==> config.mk <==
export PLATFORM = sky130hd
export DESIGN_NAME = alu_arbiter
export DESIGN_NICKNAME = d
export VERILOG_FILES = /design/src/rtl/alu_arbiter.sv
export SDC_FILE = /design/constraint.sdc
export NUM_CORES = 1
export LEC_CHECK = 0
export CORE_UTILIZATION = 45
export CTS_BUF_LIST = sky130_fd_sc_hd__clkbuf_8
export DETAILED_ROUTE_END_ITERATION = 10
export HOLD_SLACK_MARGIN = 0.12
export PLACE_DENSITY = 0.78
export SLEW_MARGIN = 20
export SYNTH_ARGS = -nofsm -noshare
export SYNTH_HDL_FRONTEND = slang
export SYNTH_SLANG_ARGS = --single-unit
==> constraint.sdc <==
create_clock -name clk -period 2 [get_ports clk]
set_input_delay 0.5 -clock clk [delete_from_list [all_inputs] [get_ports clk]]
set_output_delay 0.5 -clock clk [all_outputs]
set_load 0.005 [all_outputs]
==> src/rtl/alu_arbiter.sv <==
// alu_arbiter: round-robin/lockable two-requester sequencer that drives the accumulator ALU one cycle per command
module alu_arbiter #(
  parameter int W = 2,
  parameter int CW = 8
) (
  input  logic            clk,
  input  logic            rst,
  input  logic [1:0]      req_valid,
  output logic [1:0]      req_ready,
  input  logic [7:0]      req_op,
  input  logic [2*W-1:0]  req_a,
  input  logic [1:0]      req_lock,
  output logic [1:0]      rsp_valid,
  output logic [W-1:0]    rsp_data,
  output logic            rsp_err,
  output logic [3:0]      alu_opcode,
  output logic [W-1:0]    alu_a,
  input  logic [W-1:0]    alu_out,
  output logic            busy,
  output logic [CW-1:0]   issue_cnt
);
  typedef enum logic [1:0] {IDLE, ISSUE, RESP} state_t;
  state_t state, state_nx;
  logic last, locked, owner, id, sel, hs, legal;
  logic [3:0] op;
  logic [W-1:0] a;
  always_comb begin
    sel = locked ? owner : (&req_valid ? ~last : req_valid[1]);
    req_ready = (state == IDLE && req_valid[sel]) ? {sel, ~sel} : 2'b00;
    hs = |req_ready;
    op = sel ? req_op[7:4] : req_op[3:0];
    a = sel ? req_a[2*W-1:W] : req_a[W-1:0];
    legal = op == 4'b0000 || op == 4'b0001 || op == 4'b0101 || op == 4'b1001;
    state_nx = state == IDLE ? (hs ? (legal ? ISSUE : RESP) : IDLE) : state == ISSUE ? RESP : IDLE;
  end
  assign busy = state != IDLE;
  always_ff @(posedge clk or negedge rst) begin
    if (!rst) begin
      state <= IDLE;
      last <= 1'b1;
      locked <= 1'b0;
      owner <= 1'b0;
      id <= 1'b0;
      rsp_valid <= 2'b00;
      rsp_data <= '0;
      rsp_err <= 1'b0;
      alu_opcode <= 4'b0000;
      alu_a <= '0;
      issue_cnt <= '0;
    end else begin
      state <= state_nx;
      alu_opcode <= (hs && legal) ? op : 4'b0000;
      alu_a <= (hs && legal) ? a : '0;
      rsp_valid <= 2'b00;
      rsp_err <= 1'b0;
      if (hs) begin
        last <= sel;
        id <= sel;
        // only the owner can be granted while locked, so its lock bit alone decides
        locked <= req_lock[sel];
        owner <= sel;
        if (!legal) begin
          rsp_valid <= {sel, ~sel};
          rsp_err <= 1'b1;
          rsp_data <= '0;
        end
      end
      if (state == ISSUE) begin
        rsp_data <= alu_out;
        issue_cnt <= issue_cnt + CW'(1);
        rsp_valid <= {id, ~id};
      end
    end
  end
endmodule

==> qor.yml, run 1 <==
outcome:
  outcome: "completed"
cts:
  cts_tree: "yes"
  numCtsBuffers: 3
  clkLatencyLatePin_ps: 250
  ctsRootBufferMaster: "clkbuf_8"
  cts_sinks: 24
  clk_path_buf_depth: 2
  clkTransAtPathRegs_ps: 80
  htreeDepth: 1
logic_synthesis:
  synth_top_area_cell: "dfrtp_1"
  synth_cell_types: 34
  synth_top_area_share_pct: 50.38
  netlist_area_sq_mm: 0.001142
  synth_seq_cells: 24
  synth_area_leaders: "dfrtp_1, xnor2_1, nor3b_1"
  ys_warn_count: 0
  postSynthNetCount: 124
  seq_area_frac_synth_pct: 52.68
  syn_inst: 103
  syn_avg_cell_area_sq_um: 11.09
sta:
  finalClockSkew_ps: 1.385
  hold_violations: 0
  report.final.setup_viol: 0
  slew_violations: 0
  fmax_ghz: 0.5194
  fin_crit_sh_pct: 96.26
  rsz0062_at_grt: "no"
  timing.final.ws_setup_ps: 74.81
  period_minus_slack_ps: 1925
detailed_routing:
  drtPass1Iterations: 4
  drt_iter0_drc: 12
  drc: 0
  drt-wirelength-per-cell_microns: 13.53
  ant_nets: 0
  vias_per_cell: 5.054
  wirelength_mm: 2.516
  num_vias: 940
die:
  rows: 17
  die-area_sq_mm: 0.002744
  die_h_microns: 52.39
  start_util_pct: 49.73
  ios: 42
  die_w_microns: 52.39
  coreArea_sq_mm: 0.002297
placed_design:
  io_buffers: 41
  gp_congestion: 0.7714
  dp_slack_ps: -452.6
  hpwl_mm: 1.923
  dp.cells: 180
setup_path:
  cp.arrival_ps: 1430
  start_kind: "primary input"
  timing.critical_path.buf_inv: 3
  crit_type: "primary input to output port"
  end_kind: "output port"
  critPathMaxFanout: 3
  max_stage_delay_ps: 240
  critPathRequiredTime_ps: 1500
  cpLargestDelayFamily: "buffers and inverters"
  path_cells: "clkdlybuf4s15_1 -> nor2b_4 -> a21boi_4 -> buf_4 -> nor2b_2 -> dlygate4sd2_1"
  critPathSlowestCell: "dlygate4sd2_1"
grt:
  grtUsageTotal_pct: 22.09
  grt_pass1_wl_mm: 4.436
  antenna_found_initial: 0
  overflow: 0
  grt_max_degree: 25
  grt_pass1_vias: 1003
cells_and_area:
  fillerInstances: 194
  area_delta_synth_final_pct: 50.49
  drive_above_1_share_pct: 18.35
  layout.nets: 180
  finalNonFillerCells: 186
  antenna_cells: 0
hold_path:
  min_path_type: "register to register"
run:
  cap_viol_max_count: 0
pwr:
  p_leak_uw: 0.0008077
  powerDensity_mw_per_mm2: 1192
  ir_worst_vdd_mv: 0.9226
[stage by stage]
stage | hold WS, ps | utilization, % | total power [uW] | cell area (sq um) | TNS (ps)
final | 491.1 | 74.84 | 2050 | 1719 | 0
after floorplan | 204.4 | - | 1235 | 1142 | 0
after detailed placement | 481.9 | 71.79 | 1732 | 1649 | -1318
after global placement | 462.5 | 71.79 | 1693 | 1649 | -1010
after global routing | 525.5 | 74.84 | 2195 | 1719 | 0
after CTS | 497.4 | 74.73 | 2062 | 1717 | 0
[sequential cells by signal (all words and copies together), names as in the netlist]
| name | cells |
|---|---|
| alu_opcode | 4 |
| locked | 1 |
| rsp_err | 1 |
| rsp_data | 2 |
| last | 1 |
| rsp_valid | 2 |
| alu_a | 2 |
| issue_cnt | 8 |
| owner | 1 |
| state | 2 |
[path summary, 6_finish.rpt]
kind / from / endpoint / slack (ps) / cells past startpoint
setup / recovery: req_valid[1] / req_ready[1] / 70 / 6
setup reg to reg: last$_DFFE_PN1P_ / state[1]$_DFF_PN0_ / 330 / 6
hold reg to reg: issue_cnt[7]$_DFFE_PN0P_ / issue_cnt[7]$_DFFE_PN0P_ / 490 / 1
hold / removal: issue_cnt[7]$_DFFE_PN0P_ / issue_cnt[7]$_DFFE_PN0P_ / 490 / 1
max in group asynchronous: rst / last$_DFFE_PN1P_ / 1110 / 2
min in group asynchronous: rst / issue_cnt[6]$_DFFE_PN0P_ / 600 / 2
[cell usage in the layout, fill, tap and decap left out, types with 2 or more instances in the layout]
cell type        count
clkdlybuf4s50_1     37
dfrtp_1             22
buf_4               12
nand2_1             10
o21a_1               6
nor3b_1              6
xnor2_1              6
and3_1               5
inv_1                3
nor2_1               3
nor3_1               3
a21oi_1              3
a21o_1               3
mux2i_1              3
nand4_1              3
clkbuf_8             3
nand2_2              2
nor2b_1              2
nand2b_1             2
dlygate4sd2_1        2
[Yosys cell counts, drive strengths merged]
cell type  count
ha             1
a21boi         2
nand2         12
and3           5
nor2           4
inv            3
o32ai          1
conb           1
nor3           3
dfstp          1
nand2b         2
a21oi          3
xor2           1
buf            3
nor2b          4
mux2i          3
xnor2          6
nor3b          6
nand4          3
o21bai         1
and2           1
a21o           3
dfrtp         23
o21a           6
a31oi          1
mux2           1
a2bb2oi        1
a22o           1
o21ba          1
[kinds of logic (layout without fill, tap and decap cells)]
family                     count (synthesis)  in the layout  synth area share (%)
muxes                                      4              4                 3.943
AOI/OAI and AO/OA                         20             20                 14.57
other                                      1              1                0.3283
DFF                                       24             24                 52.68
and+or+nand+nor                           40             40                 19.17
buffers and inverters                      6             61                 2.848
adders and majority gates                  1              1                 1.095
xor gates and xnor gates                   7              7                 5.367
[report_power, final]
group          internal (uW)  total [uW]  switching (uW)  leakage [uW]
clock network            137         276             140     0.0000269
logic                    611        1020             405      0.000468
registers                637         757             120      0.000313
total                   1380        2050             665      0.000808
[final cells by class]
| cell class | instances | area (sq um) | area share, % |
|---|---|---|---|
| well taps | 28 | 35.03 | 2.038 |
| clock inverters | 1 | 3.754 | 0.2183 |
| repair buffers | 54 | 504.2 | 29.33 |
| inverters | 3 | 11.26 | 0.6550 |
| clock buffers | 3 | 41.29 | 2.402 |
| flip-flops and latches | 24 | 603.1 | 35.08 |
| multi-input cells | 73 | 520.5 | 30.28 |
[metal layers]
layer  routed length [microns]  part of all wire, %  up-vias  global-route usage, %
met5                         0                    0        -                      0
met4                         0                    0        0                  5.263
met3                       115                  4.6        0                  1.739
met2                      1333                   53       30                  41.14
met1                      1068                   42      447                  27.24
li1                          -                    -      463                      -
[timing repair]
item,in CTS,in global routing
endpoints found under the setup margin,2,1
setup buffers,2,0
hold buffers,0,0
resized for setup,12,2
pin swaps,1,0
No activity file was read; power rests on OpenSTA's default activity.
==> inputs of run 2 (changes only) <==
--- a/config.mk
+++ b/config.mk
@@ -5,8 +5,10 @@
 export SDC_FILE = /design/constraint.sdc
 export NUM_CORES = 1
 export LEC_CHECK = 0
+export CORE_MARGIN = 4
 export CORE_UTILIZATION = 45
 export CTS_BUF_LIST = sky130_fd_sc_hd__clkbuf_8
+export CTS_CLUSTER_DIAMETER = 100
 export DETAILED_ROUTE_END_ITERATION = 10
 export HOLD_SLACK_MARGIN = 0.12
 export PLACE_DENSITY = 0.78
==> constraint.sdc (replaced) <==
create_clock -name clk -period 2 [get_ports clk]
set_input_delay 0.4 -clock clk [delete_from_list [all_inputs] [get_ports clk]]
set_output_delay 0.4 -clock clk [all_outputs]
set_load 0.005 [all_outputs]
==> qor.yml, run 2 (same netlist as run 1, synthesis figures left out) <==
setup_path:
  critPathSlowestCell: "clkdlybuf4s50_1"
  cp.arrival_ps: 1530  # +100 ps
  end_kind: "output port"
  cpLargestDelayFamily: "buffers and inverters"
  max_stage_delay_ps: 490  # +250 ps
  path_cells: "clkdlybuf4s50_1 -> nand2_2 -> a21boi_4 -> nor2b_4 -> dlygate4sd2_1"
  start_kind: "primary input"
  timing.critical_path.buf_inv: 2  # -1
  critPathRequiredTime_ps: 1600  # +100 ps
  critPathMaxFanout: 4  # +1
  crit_type: "primary input to output port"
placed_design:
  hpwl_mm: 1.909  # -0.73%
  io_buffers: 41  # unchanged
  dp.cells: 180  # unchanged
  gp_congestion: 0.7577  # -1.8%
cells_and_area:
  largest_register_ffs: 8  # unchanged
  layout.nets: 180  # unchanged
  final_cell_mix: "clkdlybuf4s50_1, dfrtp_1, buf_4"
  finalNonFillerCells: 186  # unchanged
  drive_above_1_share_pct: 17.72  # -0.63 points
  antenna_cells: 0  # unchanged
  top_register: "issue_cnt"
  final_common_cell: "clkdlybuf4s50_1"
  area_delta_synth_final_pct: 51.15
  largestRegisters: "issue_cnt: 8 flops, alu_opcode: 4 flops"
die:
  die_h_microns: 58.39  # +11%
  coreArea_sq_mm: 0.002318  # +0.93%
  die_w_microns: 58.39  # +11%
  start_util_pct: 49.27  # -0.46 points
  rows: 17  # unchanged
  die-area_sq_mm: 0.003409  # +24%
  ios: 42  # unchanged
cts:
  clkLatencyLatePin_ps: 260  # about the same
  cts_sinks: 24  # unchanged
  ctsRootBufferMaster: "clkbuf_8"
  clk_path_buf_depth: 2  # unchanged
  numCtsBuffers: 3  # unchanged
  clkTransAtPathRegs_ps: 80  # about the same
  cts_tree: "yes"
  htreeDepth: 1  # unchanged
detailed_routing:
  route.met3.wl_microns: 168  # +46%
  wirelength_mm: 2.502  # -0.56%
  num_vias: 924  # -1.7%
  ant_nets: 0  # unchanged
  top_layer: "met3"
  dr_wl_met2_mm: 1.228  # -7.9%
  drtPass1Iterations: 4  # unchanged
  drt_iter0_drc: 24  # +12
  drt-met1-wl_mm: 1.105  # +3.5%
  drc: 0  # unchanged
  vias_per_cell: 4.968  # -1.7%
  drt-wirelength-per-cell_microns: 13.45  # -0.56%
pwr:
  ir_worst_vdd_mv: 0.9778  # +6.0%
  p_leak_uw: 0.0008130  # +0.65%
  power.net_switching_uw: 665.9  # +0.12%
  combPwrFrac_pct: 48.1  # -1.5 points
  internal_power_uw: 1414  # +2.1%
  p_clk_share_pct: 15.4  # +1.9 points
  pwr-share-seq_pct: 36.5  # -0.4 points
  powerDensity_mw_per_mm2: 1204  # +1.0%
  netSwitchingFraction_pct: 32.02  # -0.42 points
  total_power_uw: 2079  # +1.4%
sta:
  fmax_ghz: 0.5192  # about the same
  report.final.setup_viol: 0  # unchanged
  period_minus_slack_ps: 1926  # +0.9873 ps
  hold_violations: 0  # unchanged
  slew_violations: 0  # unchanged
  fin_crit_sh_pct: 96.31  # about the same
  rsz0062_at_grt: "no"
  finalClockSkew_ps: 7.326  # +5.941 ps
hold_path:
  min_path_type: "register to register"
run:
  cap_viol_max_count: 0  # unchanged
grt:
  antenna_found_initial: 0  # unchanged
  grt_max_degree: 25  # unchanged
  overflow: 0  # unchanged
  grt_pass1_wl_mm: 4.284  # -3.4%
  grtUsageTotal_pct: 16.04  # -6.0 points
  grt_pass1_vias: 1003  # unchanged
outcome:
  outcome: "completed"
[run 2: changes by cell type in the layout (fill, tap and decap cells not counted), sizes merged]
cell and change:
buf -1, clkdlybuf4s50 +1, clkbuf +2, inv -1, clkdlybuf4s15 -1
[run 2: what timing repair did]
item,4_1_cts,5_1_grt
pin swaps,2,1
hold buffers,0,0
buffers inserted,1,1
endpoints found under the setup margin,2,1
gates cloned,0,0
resized for setup,6,3
[run 2: per-stage QoR]
step / utilization (%) / worst slack [ps] / instance area (sq um) / hold slack (ps) / TNS (ps)
floorplan: - / 500.9 / 1142 / 104.4 / 0
global placement: 71.13 / -209.7 / 1649 / 462.7 / -411.6
detailed placement: 71.13 / -290.9 / 1649 / 484.1 / -651.8
CTS: 74.20 / 1.144 / 1720 / 499.1 / 0
global route: 74.47 / 27.96 / 1727 / 509.2 / 0
finish: 74.47 / 73.82 / 1727 / 494.9 / 0
[run 2: routing by layer]
metal  vias to the layer above  global-route usage, %
met5                         -                      0
met1                       431                  19.69
li1                        464                      -
met2                        29                  28.71
met3                         0                  2.851
met4                         0                  4.305
[run 2: area by class of cell]
type	count	area, sq um
Inverter	3	11.26
Tap cell	28	35.03
Clock buffer	4	55.05
Fill cell	171	591.8
Multi-Input combinational cell	73	523.0
Sequential cell	24	601.8
Timing Repair Buffer	54	500.5
[run 2: path summary, 6_finish.rpt]
path                                          start  depth (start not counted)                        to  slack, ps
setup / recovery                       req_valid[0]                          5              req_ready[1]         70
max in group asynchronous                       rst                          2          last$_DFFE_PN1P_       1220
setup reg to reg                   last$_DFFE_PN1P_                          6        state[1]$_DFF_PN0_        200
hold / removal             issue_cnt[7]$_DFFE_PN0P_                          1  issue_cnt[7]$_DFFE_PN0P_        490
min in group asynchronous                       rst                          2         rsp_err$_DFF_PN0_        500
hold reg to reg            issue_cnt[7]$_DFFE_PN0P_                          1  issue_cnt[7]$_DFFE_PN0P_        490
[run 2: power by group through the flow]
stage	Clock (uW)	Sequential [uW]	Combinational, uW
final	320	759	1000
after global routing	358	782	1080
after CTS	330	756	992
after detailed placement	0	759	961
after global placement	0	755	936
after floorplan	0	751	484
==> inputs of run 3 (changes only) <==
--- a/config.mk
+++ b/config.mk
@@ -5,6 +5,7 @@
 export SDC_FILE = /design/constraint.sdc
 export NUM_CORES = 1
 export LEC_CHECK = 0
+export ABC_AREA = 1
 export CORE_MARGIN = 4
 export CORE_UTILIZATION = 45
 export CTS_BUF_LIST = sky130_fd_sc_hd__clkbuf_8
==> qor.yml, run 3 <==
grt:
  grt_max_degree: 25  # unchanged
  grt_pass1_vias: 1020  # +1.7%
  antenna_found_initial: 0  # unchanged
  overflow: 0  # unchanged
  grtUsageTotal_pct: 15.04  # -1.0 points
  grt_pass1_wl_mm: 4.077  # -4.8%
logic_synthesis:
  synthAdderAreaFrac_pct: 1.126  # +0.031 points
  synth_area_leaders: "dfrtp_1, nand2_1, inv_1"
  synth_top_area_cell: "dfrtp_1"
  synth-xor-area-share_pct: 5.518  # +0.15 points
  synth.area.mux_share_pct: 2.027  # -1.9 points
  synth_top_area_share_pct: 51.80  # +1.4 points
  yosysMostFrequentCell: "nand2_1"
  seq_area_frac_synth_pct: 54.17  # +1.5 points
  ys_warn_count: 0  # unchanged
  yosys.area_share.simple_pct: 25.68  # +6.5 points
  synth-compound-area-share_pct: 4.392  # -10 points
  synth_top_family_by_area: "simple AND/OR/NAND/NOR gates"
  yosys_most_used_dff: "dfrtp_1"
  synth_edf_count: 0  # unchanged
  synth_top_cells_by_count: "nand2_1, dfrtp_1, inv_1"
  async_flop_share_pct: 100.0  # unchanged
  syn_inst: 119  # +16%
  synth_cell_types: 27  # -21%
  netlist_area_sq_mm: 0.001111  # -2.7%
  postSynthNetCount: 140  # +13%
  syn_avg_cell_area_sq_um: 9.337  # -16%
  synth_seq_cells: 24  # unchanged
setup_path:
  start_kind: "register"
  crit_type: "register to output port"
  critPathMaxFanout: 4  # unchanged
  critPathSlowestCell: "dfstp_2"
  max_stage_delay_ps: 540  # +50 ps
  path_cells: "nand2_2 -> nand3_4 -> nand2_4 -> o21ai_4 -> nor2_2 -> dlygate4sd2_1"
  cp.arrival_ps: 1460  # -70 ps
  end_kind: "output port"
  critPathRequiredTime_ps: 1600  # about the same
cts:
  clkLatencyLatePin_ps: 260  # about the same
  cts_tree: "yes"
  ctsHoldBuffers: 0  # unchanged
  clkTransAtPathRegs_ps: 80  # about the same
  clk_path_buf_depth: 2  # unchanged
  htreeDepth: 1  # unchanged
  ctsRootBufferMaster: "clkbuf_8"
  postCtsSetupRepairBufs: 0  # -1
  numCtsBuffers: 3  # unchanged
  cts_sinks: 24  # unchanged
detailed_routing:
  vias_per_cell: 4.801  # -3.4%
  num_vias: 965  # +4.4%
  drt_iter0_drc: 23  # -4.2%
  wirelength_mm: 2.376  # -5.0%
  drt-wirelength-per-cell_microns: 11.82  # -12%
  drtPass1Iterations: 4  # unchanged
  drc: 0  # unchanged
  ant_nets: 0  # unchanged
die:
  start_util_pct: 48.82  # -0.45 points
  coreArea_sq_mm: 0.002276  # -1.8%
  die_w_microns: 57.69  # -1.2%
  rows: 17  # unchanged
  die-area_sq_mm: 0.003328  # -2.4%
  ios: 42  # unchanged
  die_h_microns: 57.69  # -1.2%
pwr:
  total_power_uw: 2177  # +4.7%
  powerDensity_mw_per_mm2: 1293  # +7.4%
  ir_worst_vdd_mv: 0.8556  # -12%
  p_leak_uw: 0.0008404  # +3.4%
cells_and_area:
  area_delta_synth_final_pct: 51.58
  drive_above_1_share_pct: 18.50  # +0.78 points
  largest_register_ffs: 8  # unchanged
  antenna_cells: 0  # unchanged
  top_register: "issue_cnt"
  layout.nets: 195  # +8.3%
  largestRegisters: "issue_cnt: 8 flops, alu_opcode: 4 flops"
  final_cell_mix: "clkdlybuf4s50_1, nand2_1, dfrtp_1"
  final_common_cell: "clkdlybuf4s50_1"
hold_path:
  min_path_type: "register to register"
placed_design:
  gp_congestion: 0.8071  # +6.5%
  io_buffers: 41  # unchanged
  hpwl_mm: 1.919  # +0.56%
  dp_slack_ps: -292.1  # -1.134 ps
sta:
  period_minus_slack_ps: 1859  # -66.82 ps
  finalClockSkew_ps: 4.235  # -3.091 ps
  whs_ps: 468.3  # -26.63 ps
  timing.final.ws_setup_ps: 140.6  # +66.82 ps
  fin_crit_sh_pct: 92.97  # -3.3 points
  final.setup.tns_ps: 0  # unchanged
  fmax_ghz: 0.5378  # +3.6%
  slew_violations: 0  # unchanged
  rsz0062_at_grt: "no"
  report.final.setup_viol: 0  # unchanged
  hold_violations: 0  # unchanged
run:
  cap_viol_max_count: 0  # unchanged
outcome:
  outcome: "completed"
run 3: cell type report:
type / count / area (sq um)
Multi-Input combinational cell: 77 / 454.2
Clock inverter: 1 / 3.754
Clock buffer: 3 / 41.29
Tap cell: 28 / 35.03
Inverter: 17 / 63.81
Timing Repair Buffer: 51 / 484.2
Fill cell: 190 / 591.8
Sequential cell: 24 / 601.8
run 3: final timing paths:
kind / startpoint / end / slack (ps) / cells after the start
setup / recovery: last$_DFFE_PN1P_ / req_ready[0] / 140 / 6
hold reg to reg: issue_cnt[7]$_DFFE_PN0P_ / issue_cnt[7]$_DFFE_PN0P_ / 470 / 1
hold / removal: issue_cnt[7]$_DFFE_PN0P_ / issue_cnt[7]$_DFFE_PN0P_ / 470 / 1
max in group asynchronous: rst / last$_DFFE_PN1P_ / 1220 / 2
setup reg to reg: last$_DFFE_PN1P_ / rsp_data[0]$_DFFE_PN0P_ / 300 / 10
min in group asynchronous: rst / issue_cnt[6]$_DFFE_PN0P_ / 500 / 2
run 3: routing by layer:
metal | global-route usage, % | vias to the layer above | part of all wire (%)
met5 | 0 | - | 0
met4 | 5.298 | 0 | 1.2
met3 | 2.673 | 4 | 6.4
met2 | 27.10 | 39 | 49
met1 | 17.86 | 448 | 44
li1 | - | 474 | -
run 3: through the flow:
step                utilization [%]  cell area (sq um)  cells
floorplan                         -               1111    119
detailed placement            71.19               1620    197
global route                  74.00               1684    201
finish                        74.00               1684    201
CTS                           73.45               1672    201
global placement              71.19               1620    197
run 3: kinds of logic after synthesis:
logic type / Yosys count
XOR/XNOR: 7
AND/OR/NAND/NOR: 59
buffers and inverters: 18
flip-flops: 24
adder cells (fa/ha/maj): 1
other: 1
AO/OA/AOI/OAI: 7
multiplexers: 2
run 3: power breakdown:
group	internal, uW	switching (uW)	leakage [uW]
Clock	137	137	0.0000269
Combinational	596	560	0.000499
Sequential	651	97.9	0.000315
run 3: critical path: cells and delay by family (launching register included):
family                 cells  cell delay [ps]
AOI/OAI and AO/OA          1              140
DFF                        1              540
and+or+nand+nor            4              270
buffers and inverters      1              260
run 3: timing repair:
item | 4_1_cts | 5_1_grt
pin swaps | 1 | 0
resized for setup | 6 | 3
endpoints found under the setup margin | 2 | 1
